--- config.mk ---
export PLATFORM = sky130hd
export DESIGN_NAME = alu_bundle_sequencer
export DESIGN_NICKNAME = d
export VERILOG_FILES = /design/src/rtl/alu_bundle_sequencer.sv
export SDC_FILE = /design/constraint.sdc
export NUM_CORES = 1
export LEC_CHECK = 0
export BUFFER_PORTS_ARGS = -buffer_cell sky130_fd_sc_hd__buf_2
export CORE_MARGIN = 8
export CORE_UTILIZATION = 29
export CTS_CLUSTER_DIAMETER = 30
export CTS_CLUSTER_SIZE = 20
export DETAILED_ROUTE_END_ITERATION = 7
export GPL_TIMING_DRIVEN = 1
export SETUP_SLACK_MARGIN = 0.1
export SLEW_MARGIN = 0
export SYNTH_ARGS = -nofsm -noshare
export SYNTH_HDL_FRONTEND = slang
export SYNTH_SLANG_ARGS = --single-unit
--- constraint.sdc ---
create_clock -name clk -period 4.34 [get_ports clk]
set_input_delay 0.651 -clock clk [delete_from_list [all_inputs] [get_ports clk]]
set_output_delay 0.651 -clock clk [all_outputs]
set_load 0.01 [all_outputs]
--- src/rtl/alu_bundle_sequencer.sv ---
// Two-slot VLIW bundle sequencer: issues slot 0 then slot 1 into one shared 8-bit ALU.
// Optional macro NOP_SKIP_EN: latched nop slots are not issued and their results read 0x00.
module alu_bundle_sequencer #(
    parameter int DATA_W = 8  // must match the ALU width; only 8 is supported
) (
    input  logic              clk,
    input  logic              rst,
    input  logic              bundle_valid,
    output logic              bundle_ready,
    input  logic [2:0]        op0,
    input  logic [2:0]        op1,
    input  logic [DATA_W-1:0] a0,
    input  logic [DATA_W-1:0] b0,
    input  logic [DATA_W-1:0] a1,
    input  logic [DATA_W-1:0] b1,
    output logic [2:0]        alu_control,
    output logic [DATA_W-1:0] alu_src_a,
    output logic [DATA_W-1:0] alu_src_b,
    input  logic [DATA_W-1:0] alu_result,
    output logic              res_valid,
    input  logic              res_ready,
    output logic [DATA_W-1:0] res0,
    output logic [DATA_W-1:0] res1,
    output logic [1:0]        illegal,
    output logic              busy
);

    typedef enum logic [1:0] {IDLE, ISSUE0, ISSUE1, DONE} state_t;

    localparam logic [2:0] OP_NOP     = 3'b000;
    localparam logic [2:0] OP_ILLEGAL = 3'b100;

    state_t            state;
    logic [2:0]        op0_q, op1_q;
    logic [DATA_W-1:0] a0_q, b0_q, a1_q, b1_q;

    // NOTE: every register here is written with <= so all state updates see the
    // pre-edge values; blocking assignments would make ordering inside the block matter.
    always_ff @(posedge clk) begin
        if (rst) begin
            state   <= IDLE;
            op0_q   <= '0;
            op1_q   <= '0;
            a0_q    <= '0;
            b0_q    <= '0;
            a1_q    <= '0;
            b1_q    <= '0;
            res0    <= '0;
            res1    <= '0;
            illegal <= '0;
        end else begin
            case (state)
                IDLE: begin
                    if (bundle_valid && bundle_ready) begin
                        op0_q   <= op0;
                        op1_q   <= op1;
                        a0_q    <= a0;
                        b0_q    <= b0;
                        a1_q    <= a1;
                        b1_q    <= b1;
                        illegal <= '0;
`ifdef NOP_SKIP_EN
                        if (op0 == OP_NOP) begin
                            res0 <= '0;
                            if (op1 == OP_NOP) begin
                                res1  <= '0;
                                state <= DONE;
                            end else begin
                                state <= ISSUE1;
                            end
                        end else begin
                            state <= ISSUE0;
                        end
`else
                        state <= ISSUE0;
`endif
                    end
                end
                ISSUE0: begin
                    res0       <= alu_result;
                    illegal[0] <= (op0_q == OP_ILLEGAL);
`ifdef NOP_SKIP_EN
                    if (op1_q == OP_NOP) begin
                        res1  <= '0;
                        state <= DONE;
                    end else begin
                        state <= ISSUE1;
                    end
`else
                    state <= ISSUE1;
`endif
                end
                ISSUE1: begin
                    res1       <= alu_result;
                    illegal[1] <= (op1_q == OP_ILLEGAL);
                    state      <= DONE;
                end
                DONE: begin
                    if (res_ready) state <= IDLE;
                end
                default: state <= IDLE;
            endcase
        end
    end

    // Handshake flags come from state only; rst masks them so nothing is offered during reset.
    // NOTE: every output gets a default before the case so no latch is inferred.
    always_comb begin
        bundle_ready = 1'b0;
        res_valid    = 1'b0;
        busy         = 1'b0;
        alu_control  = OP_NOP;
        alu_src_a    = '0;
        alu_src_b    = '0;
        if (!rst) begin
            bundle_ready = (state == IDLE);
            res_valid    = (state == DONE);
            busy         = (state != IDLE);
            case (state)
                ISSUE0: begin
                    alu_control = op0_q;
                    alu_src_a   = a0_q;
                    alu_src_b   = b0_q;
                end
                ISSUE1: begin
                    alu_control = op1_q;
                    alu_src_a   = a1_q;
                    alu_src_b   = b1_q;
                end
                default: ;
            endcase
        end
    end

endmodule

==> metrics.csv, run 1 <==
metric;value;unit
total track usage;0.107;
Synth-to-Final Area Change;23.7;%
max-cap check violation count;0;
core area;9640;um^2
DRT Wirelength;7010;um
Starting Density;0.294;
worst-margin pin slew;936;ps
post-synth net total;350;
Vias;2235;
first-pass GRT wire length;11200;um
highest net fanout along the worst path;63;
die area;13200;um^2
P_leak;1.46;nW
Final GP Congestion;0.730;
CTS Buffer Depth;2;
Final Critical Period;3140;ps
Slew Limit Headroom;0.376;
hold buffer count at CTS;0;
RSZ-0062 raised after global routing;no;
reg-to-reg startpoint;state[1]$_SDFFE_PP0P_;
chip width;115;um
DRT iter0 DRCs;143;
WP data arrival;2490;ps
I/O Pins;90;
DR WL/cell;13.7;um
vias in the first global route;2336;
Mapped Area;2830;um^2
run status;complete, no violations;
DRC;0;
terminus of the critical flop-to-flop path;illegal[0]$_SDFFE_PP0P_;
Final Max Slew Viols;0;
Worst Skew;8.52;ps
Die H;115;um
Clk pin slew, worst setup/hold paths;70;ps
crit end category;output pin;
ANT nets after route;0;
Pre-Repair DR Iteration Count;4;
R2R Setup Slk;2160;ps
PostCTS Resize Cnt;0;
pwr dens;563;nW/um^2
Synthesis Warnings;0;
Post-CTS Setup Bufs;0;
TritonCTS Buffers;9;
IO buf count;89;
setup TNS;0;ps
placed wire-length estimate;4950;um
row count;36;
crit path to;alu_src_b[7];
CTS tree;built;
total gr overflow;0;
vias per cell;4.37;
Post-Place Cells;495;
Worst EP required;3690;ps
Peak Freq;318;MHz
critical path startpoint category;input port;
VDD IR max;184;uV
nets;429;
Worst Setup SP;rst;
Yosys reg bits;58;
final hold viol count;0;
root buf cell;clkbuf_8;
worst-case reg-to-reg path depth;6;
worst skew pair latency;330;ps
Mean Syn Cell Area;9.63;um^2
initial antenna violation count;0;
Hold Crit Class;reg2reg;
clock sinks;58;
setup violators final;0;
htree depth;3;
kind of critical path;in2out;
sequential share of the synthesized area;0.410;
final cell count without fillers;511;
largest net degree at the start of global routing;64;
Synth Instances;294;
layout cell share with drive strength beyond 1;0.487;
Yosys cell types;22;
Tcrit/Tclk final;0.724;
number of diodes;0;
## power breakdown
part / internal, W / switching (W) / total, W / leakage [nW]
Sequential: 0.000655 / 0.0000685 / 0.000724 / 0.475
Clock: 0.000328 / 0.000232 / 0.000559 / 0.106
Combinational: 0.000272 / 0.000418 / 0.000690 / 0.881
Total: 0.00126 / 0.000718 / 0.00197 / 1.46
## worst min path at each step
stage	slack [ps]	end	startpoint	cells after the start
CTS	480	b1_q[4]$_SDFFE_PP0P_	b1_q[4]$_SDFFE_PP0P_	2
floorplan	450	a1_q[7]$_SDFFE_PP0P_	a1_q[7]$_SDFFE_PP0P_	2
finish	480	b1_q[0]$_SDFFE_PP0P_	b1_q[0]$_SDFFE_PP0P_	2
global route	490	b1_q[0]$_SDFFE_PP0P_	b1_q[0]$_SDFFE_PP0P_	2
detailed placement	460	b1_q[3]$_SDFFE_PP0P_	b1_q[3]$_SDFFE_PP0P_	2
global placement	460	a0_q[5]$_SDFFE_PP0P_	a0_q[5]$_SDFFE_PP0P_	2
## flip-flops by register name, indices dropped and copies added (netlist names), 3 cells and up
register,flops
b0_q,8
op1_q,3
res1,8
a0_q,8
b1_q,8
res0,8
op0_q,3
a1_q,8
## metrics by stage
step / utilization / setup WS (ps) / hold WS (ps) / power (W) / cell area, um^2
3_5_place_dp: 0.340 / 1150 / 463 / 0.00144 / 3280
6_report: 0.363 / 1200 / 475 / 0.00197 / 3500
4_1_cts: 0.363 / 1150 / 477 / 0.00201 / 3500
3_3_place_gp: 0.340 / 1220 / 463 / 0.00142 / 3280
2_1_floorplan: - / 2300 / 453 / 0.00127 / 2830
5_1_grt: 0.363 / 960 / 494 / 0.00210 / 3500
## cell families (layout without fill, tap and decap cells)
| group | after synthesis | after routing | synth area share |
|---|---|---|---|
| compound gates | 60 | 60 | 0.174 |
| fa+ha+maj | 6 | 6 | 0.0265 |
| buf+inv | 25 | 109 | 0.0716 |
| flops | 58 | 58 | 0.410 |
| mux | 20 | 20 | 0.0707 |
| simple gates | 125 | 125 | 0.247 |
## layer usage
metal / global-route usage / up-vias / share of wire / routed length [um]
met5: 0 / - / 0 / 0
met3: 0.0310 / 8 / 0.057 / 402
met4: 0.0455 / 0 / 0.014 / 96
li1: - / 1150 / - / -
met1: 0.120 / 1024 / 0.42 / 2960
met2: 0.185 / 53 / 0.51 / 3560
## final cells by class
cell class / instances / area (um^2)
flip-flops and latches: 58 / 1160
well taps: 133 / 166
fillers: 1031 / 6140
multi-input cells: 211 / 1470
repair buffers: 91 / 473
clock inverters: 7 / 101
clock buffers: 9 / 124
inverters: 2 / 7.51
## placed cells by master (no fill, tap or decap), types with 4 or more instances in the layout
cell      instances
buf_2            89
dfxtp_1          58
nand2b_1         39
nor2_1           38
nand2_2          38
o21ai_2          38
mux2i_1          20
a22oi_1          19
clkbuf_8          9
ha_1              6
nor2b_1           4
## cells in the mapped netlist
cell	count	share of area
nor3_1	1	0.0018
dfxtp_1	58	0.41
buf_6	1	0.0040
o21ai_2	38	0.12
clkbuf_1	1	0.0013
o21ai_0	1	0.0018
and3b_2	1	0.0035
buf_12	5	0.035
nor4_1	1	0.0022
nor2b_1	4	0.0088
nor4bb_1	2	0.0071
nor2_1	38	0.050
buf_2	16	0.028
a22oi_1	19	0.050
ha_1	6	0.027
a21oi_1	1	0.0018
or3b_1	1	0.0031
nand2b_1	39	0.086
nand2_2	38	0.084
inv_1	2	0.0027
mux2i_1	20	0.071
o21a_1	1	0.0027
## critical path, stage by stage
cell and delay (ps):
buf_2 690, nand2b_1 820, nor2_1 130, buf_2 180
No activity file was read; power rests on OpenSTA's default activity.
==> run 2: changes to the inputs <==
==> constraint.sdc (replaced) <==
create_clock -name clk -period 2.95 [get_ports clk]
set_input_delay 0.4425 -clock clk [delete_from_list [all_inputs] [get_ports clk]]
set_output_delay 0.4425 -clock clk [all_outputs]
set_load 0.01 [all_outputs]
==> run 2 against run 1 <==
Highest routed layer unchanged. Power increased by 52%. Register-to-register slack worse by 1200 ps. Via count grew 0.40%. Combinational power increased by 52%. Clock skew decreased by 2.2 ps. Die area is the same. Setup slack lost 790 ps. Routed wire length shrank 0.21%. Critical path depth rose by 1.
==> metrics.csv, run 2 (synthesis results as in run 1) <==
metric;value;unit
run status;complete, no violations;
DRT iter0 DRCs;130;
Top delay family on crit path;adder cells;
Crit path largest cell delay;790;ps
worst-margin pin slew;950;ps
critical path startpoint category;flop;
chip width;115;um
setup TNS;0;ps
total track usage;0.109;
most frequent cells in the layout;89 x buf_2, 58 x dfxtp_1, 39 x nand2b_1;
Slew Limit Headroom;0.367;
I/O Pins;90;
Final GP Congestion;0.698;
Tcrit/Tclk final;0.862;
WP data arrival;2100;ps
setup violators final;0;
kind of critical path;reg2out;
Vias;2244;
multi-input logic area;1470;um^2
Final Critical Period;2540;ps
Worst Skew;6.31;ps
DRT Wirelength;7000;um
crit path cell chain;inv_1 -> ha_1 -> a22oi_1 -> nor2_1 -> buf_2;
largest net degree at the start of global routing;77;
Post-CTS Setup Bufs;0;
design area;3560;um^2
Starting Density;0.294;
CP max-delay cell;ha_1;
Clk pin slew, worst setup/hold paths;70;ps
PostCTS Resize Cnt;0;
Post-DP Area;3320;um^2
P_leak;1.50;nW
clock sinks;58;
max-cap check violation count;0;
highest net fanout along the worst path;23;
placed wire-length estimate;4910;um
TritonCTS Buffers;9;
final hold viol count;0;
fillers;1043;
number of diodes;0;
vias per cell;4.34;
IO buf count;89;
layout cell share with drive strength beyond 1;0.495;
Pre-Repair DR Iteration Count;4;
Hold Crit Class;in2reg;
hold buffer count at CTS;0;
DRC;0;
nets;435;
VDD IR max;321;uV
Synth-to-Final Area Change;25.9;%
Buf/Inv on CP;2;
htree depth;3;
root buf cell;clkbuf_8;
RSZ-0062 raised after global routing;no;
CTS Buffer Depth;2;
die area;13200;um^2
ANT nets after route;0;
crit end category;output pin;
core area;9640;um^2
worst skew pair latency;330;ps
Peak Freq;393;MHz
Overall Power;0.00301;W
total gr overflow;0;
worst setup margin;407;ps
Final Max Slew Viols;0;
commonest non-fill, non-tap cell in the layout;buf_2;
hold_ws;302;ps
pre-CTS WS;764;ps
CTS tree;built;
first-pass GRT wire length;11400;um
pwr dens;843;nW/um^2
register area;1160;um^2
Worst EP required;2510;ps
vias in the first global route;2339;
DR WL/cell;13.5;um
Die H;115;um
row count;36;
initial antenna violation count;0;
run 2: cell types whose count changed in the layout (fill, tap and decap cells not counted):
cell and change:
inv_6 -2, clkinvlp_4 +1, clkinv_2 +1, buf_4 +6
clkinv_4 -1, bufinv_16 +1
run 2: worst min-delay path, stage by stage:
cell     delay, ps
buf_2           80
nand2_2         40
o21ai_2         40
run 2: final timing paths:
check	cells after the start	slack, ps	startpoint	endpoint
worst max-delay path	5	410	state[1]$_SDFFE_PP0P_	alu_src_a[4]
worst min-delay path	3	300	b0[5]	b0_q[5]$_SDFFE_PP0P_
worst max register to register	5	980	state[1]$_SDFFE_PP0P_	res0[5]$_SDFFE_PP0N_
worst min register to register	2	480	a0_q[0]$_SDFFE_PP0P_	a0_q[0]$_SDFFE_PP0P_
run 2: power breakdown:
| part | total, W | leakage, nW | switching [W] | internal [W] |
|---|---|---|---|---|
| Combinational | 0.00105 | 0.910 | 0.000614 | 0.000438 |
| Clock | 0.000887 | 0.111 | 0.000328 | 0.000559 |
| Sequential | 0.00107 | 0.475 | 0.000103 | 0.000964 |
run 2: stage by stage:
stage,util,instances
finish,0.370,517
global route,0.370,517
CTS,0.370,517
detailed placement,0.345,501
global placement,0.345,501
floorplan,-,294
run 2: metal layers:
metal / vias to the layer above / GRT usage / wire length, um
li1: 1160 / - / -
met1: 1024 / 0.126 / 3040
met2: 53 / 0.177 / 3400
met3: 7 / 0.0431 / 474
met4: 0 / 0.0447 / 91
met5: - / 0 / 0
run 2: cell type report:
type                            count  share of cell area
Multi-Input combinational cell    211               0.412
Sequential cell                    58               0.326
Timing Repair Buffer               97               0.145
Tap cell                          133              0.0467
Clock buffer                        9              0.0347
Clock inverter                      7              0.0330
Inverter                            2             0.00211
==> run 3: changes to the inputs <==
==> constraint.sdc (replaced) <==
create_clock -name clk -period 2.9 [get_ports clk]
set_input_delay 0.435 -clock clk [delete_from_list [all_inputs] [get_ports clk]]
set_output_delay 0.435 -clock clk [all_outputs]
set_load 0.01 [all_outputs]
==> run 3 against run 2 <==
Utilization decreased by 0.71 points. Highest routed layer unchanged. Clock-buffer cell count increased by 1. Routed wire length increased by 0.74%. Largest cell class unchanged. Global-route usage increased by 0.24 points. Cell area decreased by 1.9%.
==> metrics.csv, run 3 (synthesis results as in run 1) <==
metric;value;unit
run status;complete, no violations;
Final Max Slew Viols;0;
met1 usage;0.131;
Tcrit/Tclk final;0.858;
clock sinks;58;
hold_ws;269;ps
IO buf count;89;
highest net fanout along the worst path;14;
Vias;2225;
kind of critical path;reg2out;
nets;433;
GRT Max-Usage Layer;met2;
Top delay family on crit path;adder cells;
total track usage;0.112;
core area;9640;um^2
critical path startpoint category;flop;
htree depth;3;
global-route met3 utilization;0.0420;
row count;36;
DR WL/cell;13.7;um
worst-margin pin slew;643;ps
Post-CTS Setup Bufs;0;
root buf cell;clkbuf_8;
Synth-to-Final Area Change;23.5;%
Worst EP required;2470;ps
CTS tree;built;
Buf/Inv on CP;3;
Final GP Congestion;0.706;
vias in the first global route;2309;
WP data arrival;2050;ps
Hold Path Depth;3;
number of diodes;0;
ANT nets after route;0;
Slew Limit Headroom;0.571;
largest net degree at the start of global routing;77;
DRC;0;
Final Critical Period;2490;ps
Levels on crit path;6;
Clk pin slew, worst setup/hold paths;80;ps
layout cell share with drive strength beyond 1;0.492;
final hold viol count;0;
VDD IR max;263;uV
setup TNS;0;ps
commonest non-fill, non-tap cell in the layout;buf_2;
Die H;115;um
most frequent cells in the layout;89 x buf_2, 58 x dfxtp_1, 39 x nand2b_1;
CTS Buffer Depth;2;
DRT iter0 DRCs;113;
Peak Freq;402;MHz
placed wire-length estimate;4870;um
worst skew pair latency;350;ps
CP max-delay cell;ha_1;
first-pass GRT wire length;11600;um
initial antenna violation count;0;
TritonCTS Buffers;9;
I/O Pins;90;
fillers;1030;
Crit path largest cell delay;590;ps
chip width;115;um
worst-case reg-to-reg path depth;6;
Hold Crit Class;in2reg;
pwr dens;814;nW/um^2
setup violators final;0;
vias per cell;4.32;
P_leak;1.47;nW
PostCTS Resize Cnt;0;
Starting Density;0.294;
hold buffer count at CTS;0;
crit end category;output pin;
crit path cell chain;inv_1 -> ha_1 -> buf_4 -> a22oi_1 -> nor2_1 -> buf_2;
die area;13200;um^2
total gr overflow;0;
Worst Skew;7.68;ps
GR Util met2;0.180;
DRT Wirelength;7050;um
Pre-Repair DR Iteration Count;4;
RSZ-0062 raised after global routing;no;
max-cap check violation count;0;
-- run 3: cell types whose count changed in the layout (fill, tap and decap cells not counted), sizes merged --
cell and change:
buf -2, bufinv -3, clkbuf +1, clkinv +1, clkinvlp -1, inv +2
-- run 3: metrics by stage --
stage	total power [W]	worst slack [ps]	cell area [um^2]	utilization	std cells
floorplan	0.00191	1190	2830	-	294
global placement	0.00215	816	3310	0.343	499
detailed placement	0.00216	784	3310	0.343	499
CTS	0.00289	391	3500	0.363	515
global route	0.00304	244	3500	0.363	515
finish	0.00285	412	3500	0.363	515
-- run 3: final timing paths --
path / startpoint / end / slack, ps
hold / removal: b1[2] / b1_q[2]$_SDFFE_PP0P_ / 270
hold reg to reg: a1_q[1]$_SDFFE_PP0P_ / a1_q[1]$_SDFFE_PP0P_ / 480
setup reg to reg: state[1]$_SDFFE_PP0P_ / illegal[0]$_SDFFE_PP0P_ / 1070
setup / recovery: state[0]$_SDFFE_PP0P_ / alu_src_a[5] / 410
-- run 3: tightest hold or removal path, cell delays in order --
cell,delay (ps)
buf_2,80
nand2_2,40
o21ai_2,40
-- run 3: metal layers --
metal	up-vias	wire length, um	part of all wire
met2	47	3410	0.48
li1	1152	-	-
met1	1021	3160	0.45
met5	-	0	0
met3	5	441	0.063
met4	0	40	0.0057
-- run 3: area by class of cell --
class,count,area (um^2),share of cell area
well taps,133,166,0.0476
repair buffers,95,503,0.144
multi-input cells,211,1470,0.421
clock buffers,10,138,0.0394
flip-flops and latches,58,1160,0.332
clock inverters,6,50.0,0.0143
inverters,2,7.51,0.00215
-- run 3: power by group --
part	internal, W	leakage, nW	switching (W)
clock network	0.000341	0.0895	0.000368
logic	0.000427	0.901	0.000624
registers	0.000980	0.475	0.000106
total	0.00175	1.47	0.00110
